### src/rtl/uart_tx_fifo.sv
// uart_tx_fifo: UART transmitter fed by a first-word-fall-through transmit FIFO
// Ports:
//   clk_sys, rst_n       system clock, asynchronous active-low reset
//   baud_rate            bit period in clk_sys cycles (values below 2 act as 2)
//   data_width           data bits per frame (clamped to 5..DW_MAX)
//   check_en, check_sel  parity enable, parity sense (0 even, 1 odd)
//   stop_bit             0 one stop bit, 1 two stop bits
//   break_req            hold the line low once the transmitter is idle
//   tx_en, tx_data       FIFO write strobe and word
//   tx_full, tx_level    FIFO full flag and occupancy
//   tx_ovf               one-cycle pulse after a dropped write
//   tx_busy, tx_done     transmitter active, last cycle of a frame
//   uart_tx              registered serial line, idles high
module uart_tx_fifo #(
    parameter int U_DLY   = 1,
    parameter int DW_MAX  = 8,
    parameter int FIFO_AW = 4,
    parameter int BAUD_W  = 16
) (
    input  logic               clk_sys,
    input  logic               rst_n,
    input  logic [BAUD_W-1:0]  baud_rate,
    input  logic [3:0]         data_width,
    input  logic               check_en,
    input  logic               check_sel,
    input  logic               stop_bit,
    input  logic               break_req,
    input  logic               tx_en,
    input  logic [DW_MAX-1:0]  tx_data,
    output logic               tx_full,
    output logic [FIFO_AW:0]   tx_level,
    output logic               tx_ovf,
    output logic               tx_busy,
    output logic               tx_done,
    output logic               uart_tx
);
    localparam logic [2:0] IDLE   = 3'd0;
    localparam logic [2:0] START  = 3'd1;
    localparam logic [2:0] DATA   = 3'd2;
    localparam logic [2:0] PARITY = 3'd3;
    localparam logic [2:0] STOP   = 3'd4;
    localparam logic [2:0] BREAK  = 3'd5;
    localparam logic [FIFO_AW:0] DEPTH = {1'b1, {FIFO_AW{1'b0}}};
    localparam logic [3:0] DW_HI = 4'(DW_MAX);

    // U_DLY is accepted for compatibility with delayed-assignment models;
    // synthesizable registers carry no delay.
    if (U_DLY < 0) begin : g_u_dly
    end

    logic [DW_MAX-1:0]  mem [2**FIFO_AW];
    logic [FIFO_AW-1:0] wr_ptr, rd_ptr;
    logic [FIFO_AW:0]   level;
    logic [2:0]         state;
    logic [BAUD_W-1:0]  baud_cnt, f_baud, baud_c;
    logic [3:0]         bit_cnt, f_dw, dw_c;
    logic [DW_MAX-1:0]  shreg, rd_data;
    logic               f_par_en, f_par, f_stop, f_brk;
    logic               par_c, push, pop, bit_end;

    assign rd_data  = mem[rd_ptr];
    assign dw_c     = data_width < 4'd5 ? 4'd5 : (data_width > DW_HI ? DW_HI : data_width);
    assign baud_c   = baud_rate < BAUD_W'(2) ? BAUD_W'(2) : baud_rate;
    assign tx_full  = level == DEPTH;
    assign tx_level = level;
    assign tx_busy  = state != IDLE;
    assign push     = tx_en && !tx_full;
    assign pop      = state == IDLE && !break_req && level != '0;
    assign bit_end  = baud_cnt == f_baud - BAUD_W'(1);
    // f_brk marks the stop period that follows a break, which is not a frame
    assign tx_done  = state == STOP && bit_end && bit_cnt == {3'b0, f_stop} && !f_brk;

    // parity over the clamped number of data bits of the head word
    always_comb begin
        par_c = check_sel;
        for (int i = 0; i < DW_MAX; i++)
            par_c = par_c ^ (rd_data[i] & (4'(i) < dw_c));
    end

    always_ff @(posedge clk_sys)
        if (push) mem[wr_ptr] <= tx_data;

    always_ff @(posedge clk_sys or negedge rst_n)
        if (!rst_n) begin
            wr_ptr   <= '0;
            rd_ptr   <= '0;
            level    <= '0;
            tx_ovf   <= 1'b0;
            state    <= IDLE;
            uart_tx  <= 1'b1;
            baud_cnt <= '0;
            bit_cnt  <= '0;
            shreg    <= '0;
            f_dw     <= 4'd5;
            f_baud   <= BAUD_W'(2);
            f_par_en <= 1'b0;
            f_par    <= 1'b0;
            f_stop   <= 1'b0;
            f_brk    <= 1'b0;
        end else begin
            tx_ovf   <= tx_en && tx_full;
            wr_ptr   <= wr_ptr + {{(FIFO_AW-1){1'b0}}, push};
            rd_ptr   <= rd_ptr + {{(FIFO_AW-1){1'b0}}, pop};
            level    <= level + {{FIFO_AW{1'b0}}, push} - {{FIFO_AW{1'b0}}, pop};
            baud_cnt <= (state == IDLE || state == BREAK || bit_end) ? '0 : baud_cnt + 1'b1;
            case (state)
                IDLE:
                    if (break_req) begin
                        state   <= BREAK;
                        uart_tx <= 1'b0;
                    end else if (pop) begin
                        state    <= START;
                        uart_tx  <= 1'b0;
                        shreg    <= rd_data;
                        f_dw     <= dw_c;
                        f_par_en <= check_en;
                        f_par    <= par_c;
                        f_stop   <= stop_bit;
                        f_baud   <= baud_c;
                        f_brk    <= 1'b0;
                    end
                START:
                    if (bit_end) begin
                        state   <= DATA;
                        uart_tx <= shreg[0];
                        bit_cnt <= '0;
                    end
                DATA:
                    if (bit_end) begin
                        if (bit_cnt == f_dw - 4'd1) begin
                            state   <= f_par_en ? PARITY : STOP;
                            uart_tx <= f_par_en ? f_par : 1'b1;
                            bit_cnt <= '0;
                        end else begin
                            bit_cnt <= bit_cnt + 1'b1;
                            shreg   <= shreg >> 1;
                            uart_tx <= shreg[1];
                        end
                    end
                PARITY:
                    if (bit_end) begin
                        state   <= STOP;
                        uart_tx <= 1'b1;
                    end
                STOP:
                    if (bit_end) begin
                        state   <= bit_cnt == {3'b0, f_stop} ? IDLE : STOP;
                        bit_cnt <= bit_cnt == {3'b0, f_stop} ? 4'd0 : bit_cnt + 1'b1;
                    end
                BREAK:
                    if (!break_req) begin
                        state   <= STOP;
                        uart_tx <= 1'b1;
                        f_baud  <= baud_c;
                        f_stop  <= 1'b0;
                        f_brk   <= 1'b1;
                        bit_cnt <= '0;
                    end
                default: state <= IDLE;
            endcase
        end
endmodule

### config.mk
export PLATFORM = sky130hd
export DESIGN_NAME = uart_tx_fifo
export DESIGN_NICKNAME = d
export VERILOG_FILES = /design/src/rtl/uart_tx_fifo.sv
export SDC_FILE = /design/constraint.sdc
export NUM_CORES = 1
export LEC_CHECK = 0
export ABC_AREA = 1
export CORE_AREA = 2 2 136 138
export DETAILED_ROUTE_END_ITERATION = 10
export DIE_AREA = 0 0 138 140
export HOLD_SLACK_MARGIN = 0.08
export PLACE_DENSITY = 0.76
export SKIP_LAST_GASP = 1
export SLEW_MARGIN = 30
export SYNTH_ARGS = -nofsm -noshare
export SYNTH_HDL_FRONTEND = slang
export SYNTH_SLANG_ARGS = --single-unit
### constraint.sdc
create_clock -name clk_sys -period 7.7 [get_ports clk_sys]
set_clock_uncertainty 0.05 [all_clocks]
set_input_delay 0.77 -clock clk_sys [delete_from_list [all_inputs] [get_ports clk_sys]]
set_output_delay 0.77 -clock clk_sys [all_outputs]
set_load 0.01 [all_outputs]
* After elaboration in Yosys (flattened, before gate mapping) *
Memory sizes are Yosys's and may differ from the RTL's.
Index checks and enable logic that the tools add are counted.

operators by class
  multiply operators = 0
  equality and inequality tests = 19
  muxes and demuxes = 48
  bitwise gates (word level) = 17
  shifts and indexed selects = 0
  $add $sub $neg = 8
  div/mod/pow operators = 0
  reductions and logical operators = 25
  $lt $le $gt $ge = 11

operators by type and width
  cell                                                                    number
  16-bit 2-to-1 mux                                                       5
  4-bit 2-to-1 mux                                                        8
  8-bit 2-to-1 mux                                                        4
  16-bit case mux with 2 select lines                                     1
  3-bit 2-to-1 mux                                                        10
  2-bit != test (second input constant)                                   9
  3-bit case mux with 6 select lines                                      1
  16-bit by 1-bit adder with 16-bit output (second input constant)        1
  16-bit equality test                                                    1
  16-bit by 2-bit < comparator with 1-bit output (second input constant)  1
  3-bit by 4-bit < comparator with 1-bit output (first input constant)    4
  4-bit case mux with 4 select lines                                      1
  8-bit case mux with 2 select lines                                      1
  16-bit by 1-bit subtractor with 16-bit output (second input constant)   1
  1-bit 2-to-1 mux                                                        14
  5-bit AND reduction                                                     2
  5-bit nonzero test                                                      2
  4-bit by 1-bit adder with 4-bit output                                  2
  1-bit AND                                                               8
  1-bit by 4-bit < comparator with 1-bit output (first input constant)    2
  2-bit by 4-bit < comparator with 1-bit output (first input constant)    2
  1-bit XOR                                                               8
  1-bit logical AND                                                       7
  7-bit AND reduction                                                     1
  25 further kinds                                                        32

storage, ports and cells
  bits in read-only memories = 0
  bits in registers = 70
  memory bits (writable) = 128
  output and inout bits = 10
  latch bits = 0
  memories = 1

memories
  memory  depth  width  read ports  clocked after Yosys merged registers in  wr ports  RTL line  source
  mem     16     8      1           0                                        1         51        logic [DW_MAX-1:0] mem [2**FIFO_AW];

* Logic depth before layout (Yosys ltp) *
  depth in word-level cells = 13
  depth in mapped cells = 19

* Worst setup path before layout *
OpenSTA, ideal clock, no wires.

  path kind = reg2out
  from = reg f_baud[0]
  to = out tx_done
  path slack = 4.983 ns
  arrival = 1.897 ns
  cell stages (with the launch flop) = 13
  path through = dfrtp_1 > inv_1 > ha_1 > nand3_4 > nor2_2 > nand2_2 > nor2_2 > nand2_1 > nand2_1 > nand3_1 > nor2_1 > nand4_1 > nor4_1

on the way
  word-level cells in the longest chain between the ends = 5

RTL lines
  item                                           RTL line  source
  from (decl)                                    55        logic [BAUD_W-1:0] baud_cnt, f_baud, baud_c;
  from (signal assigned)                         119       f_baud <= baud_c;
  from (signal assigned)                         154       f_baud <= baud_c;
  16-bit by 1-bit subtractor with 16-bit output  69        assign bit_end = baud_cnt == f_baud - BAUD_W'(1);
  16-bit equality test                           69
  1-bit logical AND (3 in a row)                 71        assign tx_done = state == STOP && bit_end && bit_cnt == {3'b0, f_stop} && !f_brk;
  to (decl)                                      34        output logic tx_done,

No other way between the ends.

* Worst setup path after layout *
Ends and elaborated chain as after synthesis.

==> results.yml <==
yosys:
  synth.distinct_cells: 46
  yosysTopAreaCellShare_pct: 39.9
  syn-num-nets: 1108
  async_flop_share_pct: 35.4
  ys_seq_area_share_pct: 58.1
  synth.area.top_cells: "edfxtp_1 40%, dfrtp_1 17%, nand2_1 12%"
  synth.avg_cell_area_um2: 9.11
  synth_common_cells: "318 x nand2_1, 128 x edfxtp_1, 128 x nor2_1"
  yosys.area.top_type: "edfxtp_1"
  ys.warnings.count: 0
  synth_edf_count: 128
  yosysMostFrequentCell: "nand2_1"
  synth_area_um2: 9640
  synthFlopType: "edfxtp_1"
  synthCells: 1058
  synth_seq_cells: 198
power_and_ir_drop:
  clkPwrFrac_pct: 37.7
  peakVddDrop_uv: 205
  finalPower_uw: 2510
  power_frac_seq_pct: 50.6
  power_density_nw_per_um2: 231
  switching_power_uw: 690
  p_int_uw: 1820
  p_leak_uw: 0.00474
  p_comb_share_pct: 11.7
  p_sw_share_pct: 27.5
grt:
  grt_pass1_vias: 6772
  grtUsageTotal_pct: 21.7
  grt_pass1_wl_mm: 33.2
  grt_max_degree: 76
  antenna_found_initial: 0
  grt_overflow: 0
final_layout:
  syn2layout_area_growth_pct: 12.8
  finalNonFillerCells: 1338
  nets: 1146
  drive_above_1_share_pct: 6.58
  stdcell_area_um2: 10900
  antenna_cells: 0
drt:
  wire_per_inst_um: 15.4
  drtPass1Iterations: 7
  vias: 7054
  via_per_inst: 5.27
  drtIter0Drc: 607
  drt_wl_total_mm: 20.6
  drcViolationCount: 0
  ant_nets: 0
timing:
  setup_viol: 0
  final-hold-violation-count: 0
  post-route-period-util_pct: 51.3
  tns_ns: 0
  tightest_slew_ns: 0.992
  rsz0062_at_grt: "false"
  hold_slack_ns: 0.285
  fmax_mhz: 253
  relSlewSlack_pct: 33.8
  period_minus_slack_ns: 3.95
  finalMaxSlewViolations: 0
clock_tree:
  cts_max_path_buffers: 2
  cts_resized: 0
  htreeDepth: 4
  clock_latency_ns: 0.44
  cts_tree: "built"
  hold_buffers: 0
  cts_setup_buffers: 0
  cts_made_buffers: 17
  root_buffer: "clkbuf_16"
  clock-sinks: 198
  cts.reportedPaths.clkPinSlew_ns: 0.07
floorplanning:
  coreArea_um2: 17800
  dieWidth_um: 138
  ioPinCount: 45
  initial_core_util_pct: 54.2
  fp.dieH_um: 140
  rows: 49
  design.die.area_um2: 19300
setup_path:
  end_kind: "primary output"
  critPathMaxStageDelay_ns: 0.59
  crit_path_cell_trace: "inv_1 > ha_1 > nand3_4 > nor2_2 > nand2_2 > nor2_2 > nand2_1 > nand2_1 > nand3_1 > nor2_1 > nand4_1 > nor4_1 > clkdlybuf4s50_1"
  arrival_ns: 3.13
  crit_fanout: 6
  cp_slowest_cell: "clkdlybuf4s50_1"
  crit_type: "flop to primary output"
  path_buf_inv: 2
  start_kind: "flop"
  critPathTopFamily: "simple AND/OR/NAND/NOR gates"
  worstPathRequired_ns: 6.88
worst_hold_path:
  hp-class: "input pin to async pin"
outcome:
  status: "finished clean"
placement:
  dp.cells: 1306
  placed_area_um2: 10200
  globalplace.congestion: 0.838
  dp_hpwl_mm: 13.4
  io_buffer_count: 44
job:
  maxCapViolCount: 0
layout make-up:
class | count | area, um2
clock buffers | 17 | 425
clock inverters | 15 | 211
fillers | 1423 | 6910
inverters | 121 | 454
multi-input cells | 713 | 3440
flip-flops and latches | 198 | 5600
well taps | 229 | 287
repair buffers | 45 | 449
power groups by stage:
stage | clock (uW) | combinational (uW) | sequential (uW)
floorplan | 0 | 169 | 1290
global placement | 0 | 286 | 1290
detailed placement | 0 | 294 | 1300
CTS | 958 | 297 | 1270
global route | 997 | 328 | 1280
finish | 948 | 294 | 1270
worst reg2reg max path, delay by kind of cell (launching register included):
kind	cells	cell delay, ns
buf+inv	5	0.45
fa+ha+maj	4	1.02
compound gates	2	0.29
flops	1	0.40
simple gates	3	0.69
xor+xnor	1	0.14
placed cells by master (no fill, tap or decap), types with 5 or more instances in the layout:
cell type,synthesis,routed
nand2_1,318,318
edfxtp_1,128,128
nand4_1,9,9
nor2_1,128,128
o21ai_1,9,9
xor2_1,26,26
a21oi_1,17,17
inv_1,113,113
clkdlybuf4s50_1,0,43
xnor2_1,10,10
o21ai_0,42,42
nand3_1,78,78
inv_2,6,6
nor2_2,9,9
nor3_1,7,7
ha_1,14,14
mux2_2,5,5
dfrtp_1,66,65
clkbuf_16,0,17
cell families (layout without fill, tap and decap cells):
logic type                 Yosys count  count (layout)  synth area share [%]
xor gates and xnor gates            36              36                  3.27
and+or+nand+nor                    575             575                  25.2
DFF                                198             198                  58.1
AOI/OAI and AO/OA                   82              82                  4.69
buffers and inverters              147             198                  6.16
adders and majority gates           15              15                  2.03
muxes                                5               5                 0.584
metal layers:
layer,routed length [um],up-vias,GRT usage [%]
met1,8740,3289,27.9
met2,10300,235,38.0
met3,1240,28,4.00
met5,0,-,0
met4,329,0,6.28
li1,-,3502,-
flip-flops by register name, summed over array words and instances, names as in the netlist:
| register | flops |
|---|---|
| tx_ovf | 1 |
| f_dw | 4 |
| bit_cnt | 4 |
| tx_level | 5 |
| f_par | 1 |
| wr_ptr | 4 |
| f_brk | 1 |
| uart_tx | 1 |
| f_stop | 1 |
| mem | 128 |
| rd_ptr | 4 |
| f_baud | 16 |
| state | 3 |
| f_par_en | 1 |
| baud_cnt | 16 |
| shreg | 8 |
metrics by stage:
step                      utilization, %  setup slack [ns]
after detailed placement            57.5              4.24
after floorplan                        -              4.98
after global routing                61.1              3.50
final                               61.1              3.75
after global placement              57.5              4.30
after CTS                           61.1              3.75
final timing paths:
kind,start,end,slack [ns],depth (start not counted)
hold / removal,rst_n,f_baud[15],0.28,1
max in group asynchronous,rst_n,rd_ptr[0],6.83,1
setup / recovery,f_baud[0],tx_done,3.75,13
setup reg to reg,tx_level[2],tx_level[4],4.55,15
min in group clk_sys,f_brk,f_brk,0.44,2
hold reg to reg,f_brk,f_brk,0.44,2
(Power assumes the default switching activity.)
